--- src/rtl/controle_jogo.sv ---
// Sudoku move controller: collects row, column and digit, waits on the position
// and move checkers (with timeout), and tracks accepted moves, errors and game end.
module controle_jogo #(
  parameter int TIMEOUT   = 16,
  parameter int MAX_ERROS = 3
) (
  input  logic       clk,
  input  logic       reset,
  input  logic       entradaValida,
  input  logic [3:0] entrada,
  input  logic       novoJogo,
  input  logic       verificaPosPronto,
  input  logic       posLivre,
  input  logic       verificaJogoPronto,
  input  logic       jogadaValida,
  input  logic       tabuleiroCompleto,
  output logic [2:0] estadoJogo,
  output logic [3:0] linha,
  output logic [3:0] coluna,
  output logic [3:0] valor,
  output logic       escreveCelula,
  output logic       entradaInvalida,
  output logic       erroTimeout,
  output logic [1:0] erros,
  output logic [6:0] jogadas,
  output logic       vitoria,
  output logic       derrota
);

  typedef enum logic [2:0] {
    RECEBE_LINHA  = 3'b000,
    RECEBE_COLUNA = 3'b001,
    VERIFICA_POS  = 3'b010,
    RECEBE_VALOR  = 3'b011,
    VERIFICA_JOGO = 3'b100,
    FIM_JOGO      = 3'b101
  } estado_t;

  localparam int              TW       = $clog2(TIMEOUT + 1);
  localparam logic [TW-1:0]   T_LIMITE = TW'(TIMEOUT - 1);
  localparam logic [2:0]      ERR_MAX  = 3'(MAX_ERROS);
  localparam logic [6:0]      JOG_MAX  = 7'd81;

  estado_t       estado;
  logic [TW-1:0] timer;
  logic          digito_ok;
  logic [2:0]    erros_next;

  assign estadoJogo = estado;
  assign digito_ok  = (entrada != 4'd0) && (entrada <= 4'd9);
  assign erros_next = {1'b0, erros} + 3'd1;

  // Handshake: entradaValida and the *Pronto strobes are single-cycle qualifiers,
  // sampled only in the state that consumes them; there is no backpressure.
  always_ff @(posedge clk) begin
    if (reset || (estado == FIM_JOGO && novoJogo)) begin
      estado          <= RECEBE_LINHA;
      linha           <= '0;
      coluna          <= '0;
      valor           <= '0;
      erros           <= '0;
      jogadas         <= '0;
      timer           <= '0;
      escreveCelula   <= 1'b0;
      entradaInvalida <= 1'b0;
      erroTimeout     <= 1'b0;
      vitoria         <= 1'b0;
      derrota         <= 1'b0;
    end else begin
      escreveCelula   <= 1'b0;
      entradaInvalida <= 1'b0;
      erroTimeout     <= 1'b0;
      case (estado)
        RECEBE_LINHA: if (entradaValida) begin
          if (digito_ok) begin
            linha  <= entrada;
            estado <= RECEBE_COLUNA;
          end else entradaInvalida <= 1'b1;
        end
        RECEBE_COLUNA: if (entradaValida) begin
          if (digito_ok) begin
            coluna <= entrada;
            estado <= VERIFICA_POS;
            timer  <= '0;
          end else entradaInvalida <= 1'b1;
        end
        VERIFICA_POS: begin
          // A result arriving on the last waiting cycle wins over the timeout.
          if (verificaPosPronto) begin
            estado <= posLivre ? RECEBE_VALOR : RECEBE_LINHA;
          end else if (timer == T_LIMITE) begin
            estado      <= RECEBE_LINHA;
            erroTimeout <= 1'b1;
          end else timer <= timer + 1'b1;
        end
        RECEBE_VALOR: if (entradaValida) begin
          if (digito_ok) begin
            valor  <= entrada;
            estado <= VERIFICA_JOGO;
            timer  <= '0;
          end else entradaInvalida <= 1'b1;
        end
        VERIFICA_JOGO: begin
          if (verificaJogoPronto) begin
            if (jogadaValida) begin
              escreveCelula <= 1'b1;
              if (jogadas != JOG_MAX) jogadas <= jogadas + 1'b1;
              if (tabuleiroCompleto) begin
                estado  <= FIM_JOGO;
                vitoria <= 1'b1;
              end else estado <= RECEBE_LINHA;
            end else if (erros_next >= ERR_MAX) begin
              erros   <= ERR_MAX[1:0];
              estado  <= FIM_JOGO;
              derrota <= 1'b1;
            end else begin
              erros  <= erros_next[1:0];
              estado <= RECEBE_LINHA;
            end
          end else if (timer == T_LIMITE) begin
            estado      <= RECEBE_LINHA;
            erroTimeout <= 1'b1;
          end else timer <= timer + 1'b1;
        end
        FIM_JOGO: ;
        default: estado <= RECEBE_LINHA;
      endcase
    end
  end

endmodule

--- config.mk ---
export PLATFORM = sky130hd
export DESIGN_NAME = controle_jogo
export DESIGN_NICKNAME = d
export VERILOG_FILES = /design/src/rtl/controle_jogo.sv
export SDC_FILE = /design/constraint.sdc
export NUM_CORES = 1
export LEC_CHECK = 0
export ABC_AREA = 1
export BUFFER_PORTS_ARGS = -buffer_cell sky130_fd_sc_hd__buf_2
export CORE_ASPECT_RATIO = 1.5
export CORE_MARGIN = 2
export CORE_UTILIZATION = 47
export DETAILED_ROUTE_END_ITERATION = 8
export GPL_ROUTABILITY_DRIVEN = 0
export GPL_TIMING_DRIVEN = 1
export PLACE_DENSITY_LB_ADDON = 0.15
export SLEW_MARGIN = 20
export SYNTH_ARGS = -nofsm -noshare
export SYNTH_HDL_FRONTEND = slang
export SYNTH_SLANG_ARGS = --single-unit
--- constraint.sdc ---
create_clock -name clk -period 1.3 [get_ports clk]
set_input_delay 0.13 -clock clk [delete_from_list [all_inputs] [get_ports clk]]
set_output_delay 0.13 -clock clk [all_outputs]
set_load 0.02 [all_outputs]
**Word level (Yosys, flattened, before mapping)**

Cells that the tools add are included.
W data, S select, Z words.

- Input bits: 13
- Bits in registers: 34
- Output and inout port bits: 29
- Word-level logic and storage cells: 86

- Equal/unequal tests: 17
- Reduce and logical (&&, ||, !) cells: 19
- $lt $le $gt $ge: 2
- Muxes and demuxes: 27
- $add $sub $neg: 3
- Bitwise operators: 6

Operators with widths:

| cell | count |
|---|---|
| $mux W3 | 12 |
| $mux W5 | 5 |
| $pmux W3 S6 | 1 |
| $ne A2 B2 Y1 const B | 8 |
| $pmux W5 S3 | 1 |
| $reduce_and A3 Y1 | 4 |
| $reduce_and A4 Y1 | 3 |
| $reduce_or A3 Y1 | 3 |
| $add A7 B1 Y7 const B | 1 |
| $ne A7 B7 Y1 const B | 1 |
| $reduce_and A7 Y1 | 1 |
| $eq A3 B2 Y1 const B | 2 |
| $eq A3 B3 Y1 const B | 2 |
| $not A1 Y1 | 6 |
| $add A5 B1 Y5 const B | 1 |
| $eq A5 B4 Y1 const B | 1 |
| $mux W1 | 5 |
| $reduce_and A5 Y1 | 1 |
| $le A4 B4 Y1 const B | 1 |
| $mux W2 | 2 |
| $ne A2 B1 Y1 const B | 2 |
| $reduce_bool A4 Y1 | 1 |
| $add A2 B1 Y3 const B | 1 |
| $eq A3 B1 Y1 const B | 1 |
| 7 further kinds | 8 |

**Longest topological paths before layout**

Gate-level depths: netlist (run 1).

- Depth in word-level cells: 6
- Depth in mapped cells: 11
- Mapped depth without buffers: 11

**Least setup slack after synthesis (run 1)**

Ideal clock, no wire load.

- Path kind: register -> register
- From: register timer[0]
- To: register timer[0]
- Period minus slack after synthesis: 1.458 ns
- Cell stages (with the launch flop): 11
- Data required time: 1.187 ns
- Setup slack: -0.158 ns
- Buffers on the path: 0
- Arrival time: 1.345 ns
- Path through: dfxtp_1 -> ha_1 -> nand2_1 -> nor2_1 -> ha_1 -> nand2_1 -> nand3_2 -> nor2_4 -> nand2_2 -> nor2_1 -> nor2_1

- Word-level cells in the longest chain between the ends: 4
- Elaborated cells between the ends (all ways): 6
- Those cells by class: add/sub: 1; eq/ne: 1; mux: 4

RTL lines:

| what | RTL line | text |
|---|---|---|
| from (decl) | 45 | `logic [TW-1:0] timer;` |
| from (signal assigned) | 94 | `end else timer <= timer + 1'b1;` |
| from (signal assigned) | 123 | `end else timer <= timer + 1'b1;` |
| $add A5 B1 Y5 / $eq A5 B4 Y1 (equally long branches) | n/a |  |
| $mux W5 (*) | 91, 120 |  |
| $mux W5, on equally long branches | 104, 89 |  |
| $pmux W5 S3 (*) | 73 | `case (estado)` |

Every way passes the cells marked *; elsewhere a longest branch is shown, timed or not. The select of a mux whose other input is x is not followed.
A chain may end at the register's enable or synchronous reset.

**Final worst setup path (run 1)**

- From: register timer[1]
- To: register timer[0]

- Word-level cells in the longest chain between the ends: 4
- Elaborated cells between the ends (all ways): 5
- Those cells by class: eq/ne: 1; mux: 4

RTL lines:

| what | RTL line |
|---|---|
| $eq A5 B4 Y1 (*) | 91, 120 |
| $mux W5 (*) | n/a |
| $mux W5, on equally long branches | n/a |
| $pmux W5 S3 (*) | n/a |

Marked as above.

==> flow_summary_export.csv, run 1 <==
group,metric,value,unit
run_status,status,"finished with violations",
run_status,failed_checks,"negative setup slack",
sta,final_hold_viol_count,0,
sta,finalSetupViolations,11,
finish,drive_gt1_share,36.89,%
grt,grt_pass1_vias,1584,
synth,yosysWarnings,0,
floorplanning,pin_count,42,
finish,finalNonFillerCells,351,
synth,synth_cells,238,
clock_tree,clock-root-buffer,"clkbuf_8",
hold_path,worstHoldStart,"tabuleiroCompleto",
floorplanning,start_util,49.41,%
critical_path,critPathLaunchType,"flip-flop",
synth,synth_top_family_by_area,"simple AND/OR/NAND/NOR gates",
sta,fin_skew,0.003328,ns
floorplanning,chipWidth,52.93,µm
power_and_ir_drop,vdd_drop_max,0.9387,mV
sta,hold_slack,0.05530,ns
floorplanning,dieArea,4097,µm²
route,routed_wirelength,4.058,mm
power_and_ir_drop,swShare,29.92,%
grt,grt_usage,20.81,%
route,dr.pass1.iters,4,
placement,pre_cts_ws,-0.1707,ns
power_and_ir_drop,power.total,0.002762,W
critical_path,cp_data_arrival_time,1.61,ns
floorplanning,row_count,26,
clock_tree,clk_pin_slew_worst_paths,0.07,ns
critical_path,r2r_start,"timer[1]",
route,drcViolationCount,0,
critical_path,end_kind,"flip-flop",
synth,yosys-mux-area-fraction,0,%
hold_path,hold_path.class,"in -> reg",
critical_path,worstSetupPathType,"reg -> reg",
power_and_ir_drop,p_int,0.001936,W
synth,ys_types,27,
clock_tree,cts_max_level,2,
critical_path,reg2regPathDepth,10,
route,drt_iter0_drc,35,
floorplanning,core_area,3416,µm²
critical_path,startpoint,"timer[1]",
power_and_ir_drop,leakagePower,1.102,nW
synth,syn-cell-area,1688,µm²
synth,ys_seq_area_share,40.33,%
route,via_per_inst,4.991,
sta,fin_crit,1.427,ns
clock_tree,cts_buffers,5,
placement,placed_cells,340,
placement,io_buffers,41,
synth,synth_xor_area_share,0.5189,%
critical_path,cp_max_fo,6,
synth,yosys.area_share.adder,3.706,%
sta,drv_slew,0,
synth,postSynthAreaPerCell,7.092,µm²
sta,timing.setup.tns,-0.6633,ns
grt,grt_max_degree,22,
sta,setup_ws,-0.1273,ns
synth,synth_simple_gate_area_share,29.58,%
floorplanning,chipHeight,77.40,µm
clock_tree,cts_sinks,34,
flow_run,maxCapViolCount,0,
sta,grt_setup_unrepaired,"yes",
power_and_ir_drop,pwr_density_cell,1172,nW/µm²
power_and_ir_drop,power_frac_seq,42.1,%
power_and_ir_drop,clockPowerShare,33.8,%
grt,globalRouteOverflowTotal,0,
power_and_ir_drop,power_frac_comb,24.1,%
grt,grt_pass1_wl,6.499,mm
finish,nNetsFinal,326,
critical_path,cp.required,1.48,ns
sta,worstMarginPinSlew,0.2532,ns
critical_path,timing.rr.end,"timer[0]",
clock_tree,clk_latency,0.28,ns
route,vias,1752,
route,ant_nets,0,
route,wire_per_inst,11.56,µm
sta,slew_headroom,82.96,%
clock_tree,cts_hold_buffers,0,
finish,syn_to_final_growth,39.66,%
critical_path,crit_end,"timer[0]",
grt,antenna_found_initial,0,
power_and_ir_drop,p_sw,0.0008264,W
sta,max_freq,0.7006,GHz
synth,yosys_register_bits,34,
synth,synth-compound-area-share,16.01,%
clock_tree,cts_tree,"done",
critical_path,rrSetupSlack,-0.13,ns
finish,diodes,0,
sta,final.period_utilization,109.8,%
clock_tree,cts_max_path_buffers,2,
placement,place_hpwl,2.887,mm
synth,synth_fp_nets,256,
[sequential cells by signal, summed over array words and instances, names as in the netlist]
signal,count
coluna,4
derrota,1
entradaInvalida,1
erroTimeout,1
erros,2
escreveCelula,1
estadoJogo,3
jogadas,7
linha,4
timer,5
valor,4
vitoria,1
[final cells by class]
type	instances	area (µm²)
inverters	39	148.9
fillers	316	1059
well taps	42	52.55
flip-flops and latches	34	698.2
clock inverters	3	40.04
repair buffers	66	396.6
clock buffers	5	68.82
multi-input cells	162	952.2
[repair_timing]
item	CTS	global route
hold endpoints to repair	0	0
gates cloned	0	1
setup buffers	0	2
resized for setup	6	19
endpoints found under the setup margin	18	26
pin swaps	10	11
[how the worst min path moves through the flow]
| stage | depth (start not counted) | to | slack [ns] |
|---|---|---|---|
| after floorplan | 2 | vitoria | 0.23 |
| after global placement | 3 | vitoria | 0.34 |
| after detailed placement | 3 | vitoria | 0.34 |
| after CTS | 3 | vitoria | 0.05 |
| after global routing | 3 | vitoria | 0.06 |
| final | 3 | vitoria | 0.06 |
[cell families (layout without fill, tap and decap cells)]
group,count (synthesis),after routing
xor+xnor,1,1
compound gates,52,52
buf+inv,43,113
flops,34,34
fa+ha+maj,5,5
simple gates,103,104
[worst max-delay path, cell delays in order (launching register included)]
cell     delay [ns]
dfxtp_2        0.34
ha_4           0.16
nand2_4        0.06
nor2_4         0.04
ha_4           0.16
nand2_2        0.05
nand3_2        0.07
nor2_4         0.20
nand2_4        0.10
nor2_1         0.10
nor2_1         0.05
[Yosys cell counts (all sizes together)]
library cell | count | area [µm²]
nor2 | 25 | 113.9
nand4 | 4 | 25.02
a21oi | 29 | 145.1
o21ai | 20 | 103.9
nand2 | 46 | 190.2
xnor2 | 1 | 8.760
a21boi | 1 | 7.510
nor3b | 2 | 15.01
ha | 5 | 62.56
buf | 4 | 20.02
o21a | 1 | 7.510
nor3 | 3 | 15.01
nor4 | 1 | 6.260
nand3 | 20 | 115.1
a31oi | 1 | 6.260
dfxtp | 34 | 680.7
inv | 39 | 146.4
nand3b | 2 | 18.77
[power by group through the flow]
stage / logic, W / clock network (W) / registers (W)
2_1_floorplan: 0.000337 / 0 / 0.00124
3_3_place_gp: 0.000622 / 0 / 0.00118
3_5_place_dp: 0.000624 / 0 / 0.00118
4_1_cts: 0.000638 / 0.000958 / 0.00116
5_1_grt: 0.000739 / 0.000999 / 0.00117
6_report: 0.000665 / 0.000935 / 0.00116
[per-layer routing]
metal	wire length [µm]	track usage (%)	vias up	share of wire, %
met2	2158	36.63	38	53
met4	97	8.718	0	2.4
met1	1652	23.08	788	41
li1	-	-	916	-
met5	0	0	-	0
met3	149	4.615	10	3.7
[layout by cell type, fill, tap and decap left out, types with 5 or more instances in the layout]
| master | instances |
|---|---|
| o21ai_1 | 5 |
| nor2_4 | 5 |
| nand2_1 | 39 |
| inv_1 | 33 |
| nor2_1 | 20 |
| dfxtp_2 | 5 |
| o21ai_0 | 14 |
| dfxtp_1 | 26 |
| clkbuf_8 | 5 |
| nand3_1 | 15 |
| a21oi_1 | 27 |
| buf_4 | 24 |
| inv_2 | 5 |
| buf_2 | 41 |
[through the flow]
stage	util, %	cell area [µm²]
after global routing	69.01	2357
after global placement	62.38	2131
after CTS	66.15	2260
after floorplan	-	1723
after detailed placement	62.38	2131
final	69.01	2357
(Power assumes the default switching activity.)
==> inputs of run 2 (changes only) <==
Settings changed: CORE_ASPECT_RATIO 1.5 to 0.75, SKIP_LAST_GASP set to 1.
==> run 2 against run 1 <==
Against the previous run:
- critical path type unchanged
- setup slack worse by 0.065 ns
- design area shrank 1.1%
- sequential cell count did not move
- register-to-register slack got worse by 0.06 ns
- via count is 0.97% lower
- hold slack improved by 0.016 ns
- the flow still finishes with violations (negative setup slack)
==> flow_summary_export.csv, run 2 (synthesized netlist as in run 1, its figures left out) <==
group,metric,value,unit
clock_tree,cts_tree,"done",
clock_tree,cts_hold_buffers,0,
sta,drv_slew,0,
floorplanning,chipWidth,73.20,µm
critical_path,r2r_start,"timer[1]",
sta,slew_headroom,83.64,%
route,wire_per_inst,12.18,µm
clock_tree,cts_sinks,34,
clock_tree,cts_buffers,5,
critical_path,critPathLaunchType,"flip-flop",
critical_path,startpoint,"timer[1]",
critical_path,cp_max_fo,5,
route,vias,1735,
floorplanning,dieArea,4092,µm²
sta,finalSetupViolations,8,
placement,pre_cts_ws,-0.1754,ns
grt,globalRouteOverflowTotal,0,
sta,hold_slack,0.07118,ns
clock_tree,clk_pin_slew_worst_paths,0.06,ns
grt,antenna_found_initial,0,
finish,nFillCells,285,
hold_path,hold_path.class,"in -> reg",
critical_path,timing.rr.end,"timer[1]",
route,routed_wirelength,4.190,mm
grt,grt_usage,20.59,%
finish,top_regs,"jogadas x7, timer x5",
flow_run,maxCapViolCount,0,
clock_tree,clk_latency,0.29,ns
run_status,failed_checks,"negative setup slack",
sta,grt_setup_unrepaired,"yes",
finish,largest_reg_flops,7,
finish,diodes,0,
finish,drive_gt1_share,37.83,%
floorplanning,chipHeight,55.90,µm
critical_path,rrSetupSlack,-0.19,ns
finish,layout_commonest_cell,"buf_2",
sta,fin_skew,0.004271,ns
power_and_ir_drop,leakagePower,1.072,nW
grt,grt_max_degree,22,
floorplanning,core_area,3356,µm²
sta,setup_ws,-0.1922,ns
critical_path,reg2regPathDepth,10,
clock_tree,cts_max_path_buffers,2,
critical_path,worstSetupPathType,"reg -> reg",
floorplanning,start_util,50.30,%
power_and_ir_drop,pwr_density_cell,1151,nW/µm²
finish,nNetsFinal,321,
route,via_per_inst,5.044,
floorplanning,pin_count,42,
placement,io_buffers,41,
sta,fin_crit,1.492,ns
run_status,status,"finished with violations",
critical_path,cp_data_arrival_time,1.71,ns
clock_tree,clock-root-buffer,"clkbuf_8",
grt,grt_pass1_vias,1507,
route,dr.pass1.iters,5,
route,drt_iter0_drc,120,
finish,top_register,"jogadas",
finish,syn_to_final_growth,38.10,%
sta,final_hold_viol_count,0,
sta,max_freq,0.6702,GHz
finish,finalNonFillerCells,344,
critical_path,crit_end,"timer[1]",
placement,placed_cells,331,
finish,layout_common_cells,"buf_2, nand2_1, inv_1",
floorplanning,row_count,18,
placement,place_hpwl,2.895,mm
grt,grt_pass1_wl,6.499,mm
route,ant_nets,0,
sta,worstMarginPinSlew,0.2451,ns
sta,final.period_utilization,114.8,%
critical_path,cp.required,1.52,ns
finish,final_core_util,69.46,%
power_and_ir_drop,vdd_drop_max,0.6425,mV
route,drcViolationCount,0,
clock_tree,cts_max_level,2,
critical_path,end_kind,"flip-flop",
==> run 2: cell count changes in the layout (fill, tap and decap cells not counted), moves of 2 or more <==
cell and change:
nand3_1 -3, nor3_1 +2, buf_4 -5, o21ai_2 +2, inv_4 +2, dfxtp_1 +2, o21ai_1 +3, a21oi_1 -3
dfxtp_2 -2, a21oi_2 +3, o21ai_0 -5, nand3_2 +3, nor3_2 -2
==> run 2: power by group <==
group / switching [W] / total (W) / internal (W)
logic: 0.000427 / 0.000704 / 0.000277
clock network: 0.000384 / 0.000811 / 0.000427
registers: 0.0000615 / 0.00117 / 0.00111
==> run 2: metrics by stage <==
step	total power, W	area (µm²)	setup TNS (ns)
2_1_floorplan	0.001573	1723	-0.4171
3_3_place_gp	0.001761	2076	-0.7242
3_5_place_dp	0.001766	2076	-0.8998
4_1_cts	0.002602	2190	-0.6981
5_1_grt	0.002827	2331	-2.176
6_report	0.002684	2331	-0.8723
==> run 2: critical path: stages, from the launching register on <==
cell     delay, ns
dfxtp_2       0.34
ha_4          0.17
nand2_4       0.06
nor2_4        0.04
ha_4          0.17
nand2_2       0.06
nand3_2       0.08
nor2_4        0.17
buf_4         0.15
nand3_2       0.06
a21oi_2       0.14
==> run 2: worst min-delay path by stage <==
stage	startpoint	end	slack (ns)	depth (start not counted)
floorplan	tabuleiroCompleto	vitoria	0.23	2
global placement	tabuleiroCompleto	vitoria	0.38	3
detailed placement	tabuleiroCompleto	vitoria	0.37	3
CTS	tabuleiroCompleto	vitoria	0.07	3
global route	tabuleiroCompleto	vitoria	0.08	3
finish	tabuleiroCompleto	vitoria	0.07	3
==> run 2: timing repair <==
action	in CTS	in global routing
endpoints found under the setup margin	13	29
cloned	0	1
buffers inserted	0	4
pin swaps	10	9
resized for setup	7	33
==> run 2: final cells by class <==
cell class	count	area, µm²	share of cell area, %
multi-input cells	162	980.9	42.08
clock buffers	7	86.33	3.704
repair buffers	61	359.1	15.41
well taps	40	50.05	2.147
flip-flops and latches	34	695.7	29.84
clock inverters	1	5.005	0.2147
inverters	39	153.9	6.602
==> run 2: routing by layer <==
| layer | vias up | routed length, µm | GRT usage [%] |
|---|---|---|---|
| met4 | 0 | 85 | 7.143 |
| met1 | 759 | 2066 | 27.35 |
| li1 | 913 | - | - |
| met2 | 52 | 1795 | 30.89 |
| met5 | - | 0 | 0 |
| met3 | 11 | 242 | 7.065 |
